$ cat src/rtl/rr_bus_arbiter_pkg.sv
// Shared types and sizing constants for the round-robin bus arbiter.
package rr_bus_arbiter_pkg;
  localparam int N      = 8;
  localparam int IDX_W  = 3;
  localparam int HOLD_W = 4;

  typedef enum logic {
    IDLE = 1'b0,
    BUSY = 1'b1
  } state_e;
endpackage

$ cat src/rtl/rr_bus_arbiter_onehot_to_idx8.sv
// Combinational 8-bit one-hot to 3-bit index encoder with a valid flag.
module onehot_to_idx8
  import rr_bus_arbiter_pkg::*;
(
  input  logic [N-1:0]     i_onehot,
  output logic [IDX_W-1:0] o_idx,
  output logic             o_valid
);
  // OR of set-bit positions; exact for one-hot inputs and 0 for all-zero.
  always_comb begin
    o_idx = '0;
    for (int i = 0; i < N; i++) begin
      if (i_onehot[i]) o_idx = o_idx | IDX_W'(i);
    end
  end

  assign o_valid = |i_onehot;
endmodule

$ cat src/rtl/rr_bus_arbiter.sv
// Round-robin arbiter: one registered one-hot grant held until done, request
// drop or hold timeout, with a forced idle cycle between grants.
module rr_bus_arbiter
  import rr_bus_arbiter_pkg::*;
#(
  parameter int unsigned MAX_HOLD = 15
) (
  input  logic             i_clk,
  input  logic             i_rst_n,
  input  logic [N-1:0]     i_req,
  input  logic             i_done,
  output logic [N-1:0]     o_grant,
  output logic [IDX_W-1:0] o_grant_idx,
  output logic             o_grant_valid,
  output logic             o_timeout_pulse,
  output state_e           o_state
);
  state_e            r_state, w_nxt_state;
  logic [N-1:0]      r_grant, w_nxt_grant;
  logic [IDX_W-1:0]  r_grant_idx, w_nxt_idx;
  logic [IDX_W-1:0]  r_ptr, w_nxt_ptr, w_sel_idx;
  logic [HOLD_W-1:0] r_hold, w_nxt_hold;
  logic              r_grant_valid, w_nxt_valid;
  logic              r_timeout, w_nxt_timeout;
  logic              w_sel_found, w_release, w_expire;

  // First requester at or above the pointer, wrapping 7 -> 0.
  always_comb begin
    w_sel_idx   = '0;
    w_sel_found = 1'b0;
    for (int i = 0; i < N; i++) begin
      if (!w_sel_found && i_req[r_ptr + IDX_W'(i)]) begin
        w_sel_idx   = r_ptr + IDX_W'(i);
        w_sel_found = 1'b1;
      end
    end
  end

  assign w_release = i_done | ~i_req[r_grant_idx];
  assign w_expire  = (MAX_HOLD != 0) && (r_hold == HOLD_W'(MAX_HOLD));

  always_comb begin
    w_nxt_state   = r_state;
    w_nxt_grant   = r_grant;
    w_nxt_ptr     = r_ptr;
    w_nxt_hold    = r_hold;
    w_nxt_timeout = 1'b0;
    case (r_state)
      IDLE: begin
        if (w_sel_found) begin
          w_nxt_grant = N'(1) << w_sel_idx;
          w_nxt_hold  = HOLD_W'(1);
          w_nxt_state = BUSY;
        end
      end
      BUSY: begin
        if (w_release || w_expire) begin
          w_nxt_grant   = '0;
          w_nxt_ptr     = r_grant_idx + IDX_W'(1);
          // A coincident done or request drop counts as a normal release.
          w_nxt_timeout = w_expire & ~w_release;
          w_nxt_state   = IDLE;
        end else begin
          w_nxt_hold = r_hold + HOLD_W'(1);
        end
      end
      default: w_nxt_state = IDLE;
    endcase
  end

  onehot_to_idx8 u_enc (
    .i_onehot (w_nxt_grant),
    .o_idx    (w_nxt_idx),
    .o_valid  (w_nxt_valid)
  );

  always_ff @(posedge i_clk or negedge i_rst_n) begin
    if (!i_rst_n) begin
      r_state       <= IDLE;
      r_grant       <= '0;
      r_grant_idx   <= '0;
      r_grant_valid <= 1'b0;
      r_timeout     <= 1'b0;
      r_ptr         <= '0;
      r_hold        <= '0;
    end else begin
      r_state       <= w_nxt_state;
      r_grant       <= w_nxt_grant;
      r_grant_idx   <= w_nxt_idx;
      r_grant_valid <= w_nxt_valid;
      r_timeout     <= w_nxt_timeout;
      r_ptr         <= w_nxt_ptr;
      r_hold        <= w_nxt_hold;
    end
  end

  assign o_grant         = r_grant;
  assign o_grant_idx     = r_grant_idx;
  assign o_grant_valid   = r_grant_valid;
  assign o_timeout_pulse = r_timeout;
  assign o_state         = r_state;
endmodule
$ cat config.mk
export PLATFORM = sky130hd
export DESIGN_NAME = rr_bus_arbiter
export DESIGN_NICKNAME = d
export VERILOG_FILES = /design/src/rtl/rr_bus_arbiter_pkg.sv /design/src/rtl/rr_bus_arbiter_onehot_to_idx8.sv /design/src/rtl/rr_bus_arbiter.sv
export SDC_FILE = /design/constraint.sdc
export NUM_CORES = 1
export LEC_CHECK = 0
export BUFFER_PORTS_ARGS = -buffer_cell sky130_fd_sc_hd__clkbuf_2
export CAP_MARGIN = 20
export CORE_ASPECT_RATIO = 1.1
export CORE_MARGIN = 2
export CORE_UTILIZATION = 53
export DETAILED_ROUTE_END_ITERATION = 12
export GPL_ROUTABILITY_DRIVEN = 0
export PLACE_DENSITY = 0.74
export SLEW_MARGIN = 20
export SYNTH_ARGS = -nofsm -noshare
export SYNTH_HDL_FRONTEND = slang
export SYNTH_HIERARCHICAL = 1
export SYNTH_SLANG_ARGS = --single-unit
$ cat constraint.sdc
create_clock -name i_clk -period 4.9 [get_ports i_clk]
set_clock_uncertainty 0.05 [all_clocks]
set_input_delay 0.49 -clock i_clk [delete_from_list [all_inputs] [get_ports i_clk]]
set_output_delay 0.49 -clock i_clk [all_outputs]
set_load 0.01 [all_outputs]
# After elaboration in Yosys (flattened, before gate mapping)
# Index checks and enable logic that the tools add are counted.
[classes] n_reduce_logical=18 n_lt_le_gt_ge=9 addsub=9 n_bitwise=5 shift=1 eq_ne=3 n_mux=52
[ops] cell="3-bit by 4-bit < comparator with 1-bit output, second input constant" n=9
[ops] cell="3-bit two-way mux" n=12
[ops] cell="1-bit binary-select mux with 3-bit select" n=9
[ops] cell="1-bit two-way mux" n=22
[ops] cell="8-bit two-way mux" n=2
[ops] cell="8-bit case mux with 2 select lines" n=1
[ops] cell="3-bit adder, second input constant" n=4
[ops] cell="4-bit two-way mux" n=2
[ops] cell="4-bit case mux with 2 select lines" n=1
[ops] cell="8-bit OR reduction" n=1
[ops] cell="1-bit by 3-bit left shift with 8-bit output, first input constant" n=1
[ops] cell="1-bit logical AND" n=7
[ops] cell="1-bit logical NOT" n=7
[ops] cell="3-bit by 1-bit adder with 3-bit output, second input constant" n=2
[ops] cell="3-bit by 2-bit adder with 3-bit output, second input constant" n=2
[ops] cell="4-bit by 1-bit adder with 4-bit output, second input constant" n=1
[ops] cell="4-bit equality test, second input constant" n=1
[ops] cell="2-bit two-way mux" n=2
[ops] cell="2-bit inequality test, second input constant" n=2
[ops] cell="2-bit AND reduction" n=2
[ops] cell="1-bit NOT" n=3
[ops] cell="1-bit case mux with 2 select lines" n=1
[ops] cell="1-bit AND" n=1
[ops] cell="1-bit logical OR" n=1
[ops] cell="1-bit OR" n=1
[word_totals] out_inout_bits=14 word_cells=104 in_bits=11 regBits=21

# Depth between registers and ports, before layout
[depth] depth_word=34 ltp_mapped=14 ltp_nobuf=11

# Cells and area by module
# Netlist, hierarchy kept.
[modules_own_cells] module="rr_bus_arbiter" n_inst=1 seq_area_each_um2=525.5 area_each_um2=2009.4 cells_per_inst=180
[modules_own_cells] module="onehot_to_idx8" n_inst=1 seq_area_each_um2=0.0 area_each_um2=48.8 cells_per_inst=5

# Worst setup path before layout
# No wires, ideal clock.
[synth_path] path_type="register to register" startpoint="reg r_ptr[0]" endpoint="reg r_grant_valid (netlist: o_grant_valid)" setup_ps=131 arrival_ps=4137 setup_slack_ps=583 required_time_ps=4719 n_path_buf=3 synth_period_minus_slack_ps=4317 path_stages_with_launch=15 path_cell_list="dfrtp_1 buf_2 buf_2 inv_1 ha_1 buf_6 mux4_2 mux4_2 nor4_4 nand2_2 nor2_1 o22ai_1 a32o_1 or4_4 nand2b_4"
[synth_between] elab_chain_cells=28 word_cells_on_any_way=57 classes_between="add/sub: 7; shift: 1; mux: 34; reduce/logical: 15"
[synth_rtl] item="start: declaration" line="rr_bus_arbiter.sv:21" rtl="logic [IDX_W-1:0] r_ptr, w_nxt_ptr, w_sel_idx;"
[synth_rtl] item="start signal: assignment" line="rr_bus_arbiter.sv:92" rtl="r_ptr <= w_nxt_ptr;"
[synth_rtl] item="parallel branches: the longest is 25 deep, another holds 3-bit by 1-bit adder with 3-bit output"
[synth_rtl] item="8-bit two-way mux *" line="rr_bus_arbiter.sv:50" rtl="if (w_sel_found) begin"
[synth_rtl] item="8-bit case mux with 2 select lines *" line="rr_bus_arbiter.sv:48" rtl="case (r_state)"
[synth_rtl] item="named net w_nxt_grant[7]" line="rr_bus_arbiter.sv:19" rtl="logic [N-1:0] r_grant, w_nxt_grant;"
[synth_rtl] item="8-bit OR reduction *" line="rr_bus_arbiter_onehot_to_idx8.sv:17" rtl="assign o_valid = |i_onehot;"
[synth_rtl] item="named net w_nxt_valid" line="rr_bus_arbiter.sv:23" rtl="logic r_grant_valid, w_nxt_valid;"
[synth_rtl] item="end signal: assignment" line="rr_bus_arbiter.sv:90" rtl="r_grant_valid <= w_nxt_valid;"
[synth_rtl] item="end: declaration" line="rr_bus_arbiter.sv:23"
# Mark *: on every way through the listed nets, which the timed path passes. The select of a mux whose other input is x is not followed.
# A chain may end at the register's enable or synchronous reset.

# Final worst setup path
[layout_path] startpoint="reg r_ptr[1]" endpoint="reg r_grant_idx[1] (netlist: o_grant_idx[1])"
[layout_between] word_cells_on_any_way=62 classes_between="add/sub: 7; shift: 1; mux: 40; reduce/logical: 14"
[layout_rtl] item="parallel branches: the longest is 25 deep, another holds 3-bit by 1-bit adder with 3-bit output"
[layout_rtl] item="8-bit two-way mux *" line="rr_bus_arbiter.sv:50"
[layout_rtl] item="8-bit case mux with 2 select lines *" line="rr_bus_arbiter.sv:48"
[layout_rtl] item="named net w_nxt_grant[7]" line="rr_bus_arbiter.sv:19"
[layout_rtl] item="3-bit two-way mux *" line="rr_bus_arbiter_onehot_to_idx8.sv:13" rtl="if (i_onehot[i]) o_idx = o_idx | IDX_W'(i);"
[layout_rtl] item="named net w_nxt_idx[1]" line="rr_bus_arbiter.sv:20" rtl="logic [IDX_W-1:0] r_grant_idx, w_nxt_idx;"
[layout_rtl] item="end signal: assignment" line="rr_bus_arbiter.sv:89" rtl="r_grant_idx <= w_nxt_idx;"
[layout_rtl] item="end: declaration" line="rr_bus_arbiter.sv:20"
# Marks and branches as above.

==> results by group <==
Timing
  • Max-slew headroom: 0.6546
  • Max-slew violation count: 0
  • Final period utilization: 0.9311
  • Final critical delay including setup and external delays: 4.562 ns
  • F_max: 0.2192 GHz
  • Endpoints failing setup: 0
  • Worst Hold Margin: 0.1379 ns
  • Hold Violations, Final: 0
  • Setup TNS Final: 0 ns
  • RSZ-0062 raised after global routing: no
  • Worst-Margin Slew: 0.5182 ns

Min path
  • Hold Crit Class: in2async

Layout
  • Core Util, Final: 0.6101
  • Share of post-route cells with drive strength above 1: 0.3350
  • Layout overhead on the synthesized area: 9.180%
  • Filler Cells Inserted: 321
  • Number of antenna repair diodes: 0
  • Final net count: 219

Global route
  • Antenna violations before repair: 0
  • Via count of the first global-routing pass: 1705
  • Pin count of the biggest net entering global routing: 22
  • Leftover overflow at the end of global routing: 0
  • Wire length of the first global-routing pass: 8.493 mm
  • Total routing resource utilization after global routing: 0.2395

Power and ir drop
  • Internal power: 0.9497 mW
  • Sequential cell fraction of total power: 0.169
  • Switching part of the total: 0.4772
  • Leakage Power: 0.9255 nW
  • Total Power Consumption: 1.817 mW
  • Total power density per cell area: 808.5 nW/um^2
  • Clock Power Share: 0.061
  • Worst vdd ir: 0.0005525 V
  • Combinational cell fraction of total power: 0.771
  • Net switching power of the design: 0.8670 mW

Setup path
  • Sort of element at the start of the critical path: flip-flop
  • Critical path destination: o_grant_idx[1]$_DFF_PN0_
  • Worst endpoint required time: 4.97 ns
  • Worst R2R Start: r_ptr[1]$_DFFE_PN0P_
  • CP max stage cell: sky130_fd_sc_hd__ha_1
  • Setup CP Type: reg2reg
  • Gate family responsible for the most delay along the worst path: simple AND/OR/NAND/NOR gates
  • Data arrival time at the worst-slack endpoint: 4.64 ns
  • Cell breakdown of the critical path: clkinv_1, ha_1, mux4_1, mux4_2, nor4_4, nand2_2, nor2_1, o22ai_1, a32o_1, or4_2
  • Worst path max stage delay: 0.70 ns
  • Beginning of the critical path: r_ptr[1]$_DFFE_PN0P_
  • Instance count on the critical path: 10
  • Setup crit end kind: flip-flop
  • Critical path buffer and inverter count: 1
  • Largest fanout on the critical path: 13
  • R2R setup slack: 0.34 ns
  • Reg2reg path depth: 10
  • Crit Reg-Reg Endpoint: o_grant_idx[1]$_DFF_PN0_

Detailed routing
  • Via-per-instance ratio: 6.881
  • Routed length per placed instance: 19.54 um
  • Initial DRT Pass Iterations: 6
  • Number of nets still failing antenna checks after routing: 0
  • Met3 WL post-DR: 261 um
  • Highest routed metal layer: met4
  • Iteration-0 DRC Markers: 125
  • Routed wl met2: 2.594 mm
  • Met1 layer wirelength in the final routing: 1.980 mm
  • Detailed-route wire length: 4.943 mm
  • Post-route DRC: 0
  • Total number of vias: 1741

Status
  • Result of the run: finished, final reports clean

Synthesis
  • Synthesized netlist net count: 200
  • Gate count of the mapped netlist: 185
  • Number of enable flip-flop cells after synthesis: 0
  • Most used standard cells in the synthesized netlist: sky130_fd_sc_hd__dfrtp_1, sky130_fd_sc_hd__nor2_1, sky130_fd_sc_hd__mux4_2, sky130_fd_sc_hd__mux2i_1, sky130_fd_sc_hd__nand2_1
  • Dominant register cell in the synthesized netlist: sky130_fd_sc_hd__dfrtp_1
  • Flops & latches, synth: 21
  • Area share of the largest cell type after synthesis: 0.2553
  • Cell area after synthesis: 2058 sq um
  • Synth area leaders: sky130_fd_sc_hd__dfrtp_1, sky130_fd_sc_hd__mux4_2, sky130_fd_sc_hd__mux4_1
  • Number of warnings reported in the yosys synthesis log: 6
  • Post-synthesis cell type count: 55
  • Ys async rst share: 1.000
  • Syn avg cell area: 11.13 sq um
  • Cell accounting for the most synthesized area: sky130_fd_sc_hd__dfrtp_1
  • Portion of the post-synthesis area used by sequential elements: 0.2553
  • Library cell with the highest instance count after synthesis: sky130_fd_sc_hd__dfrtp_1

Clock tree
  • CTS Sinks: 21
  • Root buffer cell: sky130_fd_sc_hd__clkbuf_8
  • Buffer levels on the longest clock path: 2
  • Num CTS Buffers: 3
  • Post CTS Setup Buffer Count: 0
  • Worst-skew pair later-pin latency: 0.26 ns
  • Clock transition at path regs: 0.07 ns
  • TritonCTS clock tree: built
  • H-tree levels: 1
  • PostCTS Resize Cnt: 0
  • CTS Hold Bufs: 0

Die
  • Core outline area: 3684 sq um
  • Die boundary width: 63.42 um
  • Total number of placement rows: 23
  • Die height: 69.36 um
  • Total I/O pin count: 25
  • Initial Util: 0.5588
  • Die area: 4398 sq um

Placed design
  • HPWL Detailed: 3.701 mm
  • Count of input and output buffers: 24

Run
  • Maximum capacitance violations: 0
## flip-flops by register name, summed over array words and instances (netlist names)
name,flops
r_hold,4
o_state,1
o_timeout_pulse,1
o_grant_valid,1
o_grant_idx,3
o_grant,8
r_ptr,3
## cell families (layout without fill, tap and decap cells)
family | after synthesis | after routing | share of synthesized area
flops | 21 | 21 | 0.2553
simple gates | 56 | 56 | 0.1526
fa+ha+maj | 4 | 4 | 0.02432
compound gates | 40 | 40 | 0.1617
xor+xnor | 6 | 6 | 0.02553
buf+inv | 16 | 34 | 0.03587
mux | 42 | 42 | 0.3447
## how the worst min path moves through the flow
| stage | to | cells after the start | slack, ns | from |
|---|---|---|---|---|
| floorplan | o_grant[0]$_DFF_PN0_ | 0 | 0.14 | i_rst_n |
| global placement | o_grant[3]$_DFF_PN0_ | 1 | 0.42 | i_rst_n |
| detailed placement | o_grant[1]$_DFF_PN0_ | 1 | 0.43 | i_rst_n |
| CTS | o_grant[1]$_DFF_PN0_ | 1 | 0.15 | i_rst_n |
| global route | o_grant[1]$_DFF_PN0_ | 1 | 0.17 | i_rst_n |
| finish | o_grant[2]$_DFF_PN0_ | 1 | 0.14 | i_rst_n |
## through the flow
stage	instances	instance area [sq um]	worst slack (ns)
2_1_floorplan	185	2058	0.5827
3_3_place_gp	249	2201	0.5408
3_5_place_dp	249	2201	0.3656
4_1_cts	253	2247	0.3594
5_1_grt	253	2247	0.06559
6_report	253	2247	0.3376
## metal layers
metal | vias to the layer above | GRT usage
met5 | - | 0
met4 | 0 | 0.08937
met3 | 11 | 0.01786
met2 | 81 | 0.4140
met1 | 867 | 0.3127
li1 | 782 | -
## layout by cell type, fill, tap and decap left out, types with 4 or more instances in the layout
master	n
sky130_fd_sc_hd__dfrtp_1	21
sky130_fd_sc_hd__ha_1	4
sky130_fd_sc_hd__mux2i_1	12
sky130_fd_sc_hd__xor2_1	4
sky130_fd_sc_hd__nand2b_1	5
sky130_fd_sc_hd__nor2_1	16
sky130_fd_sc_hd__clkbuf_2	24
sky130_fd_sc_hd__mux4_1	7
sky130_fd_sc_hd__mux4_2	13
sky130_fd_sc_hd__nand2_1	12
sky130_fd_sc_hd__mux2_2	10
sky130_fd_sc_hd__nand3_1	4
sky130_fd_sc_hd__a32o_1	7
## final cells by class
cell class	count	area (sq um)	share of cell area
multi-input combinational	148	1459	0.6492
sequential	21	525.5	0.2339
timing repair buffer	27	142.6	0.06347
tap	50	62.56	0.02784
clock buffer	3	41.29	0.01837
inverter	3	11.26	0.005011
clock inverter	1	5.005	0.002227
## power by group through the flow
| stage | Combinational (mW) | Clock (mW) | Sequential, mW |
|---|---|---|---|
| 6_report | 1.40 | 0.110 | 0.306 |
| 2_1_floorplan | 1.12 | 0 | 0.305 |
| 3_3_place_gp | 1.34 | 0 | 0.305 |
| 5_1_grt | 1.53 | 0.122 | 0.315 |
| 3_5_place_dp | 1.38 | 0 | 0.309 |
| 4_1_cts | 1.39 | 0.114 | 0.306 |
Power figures use the tool's default switching activity.
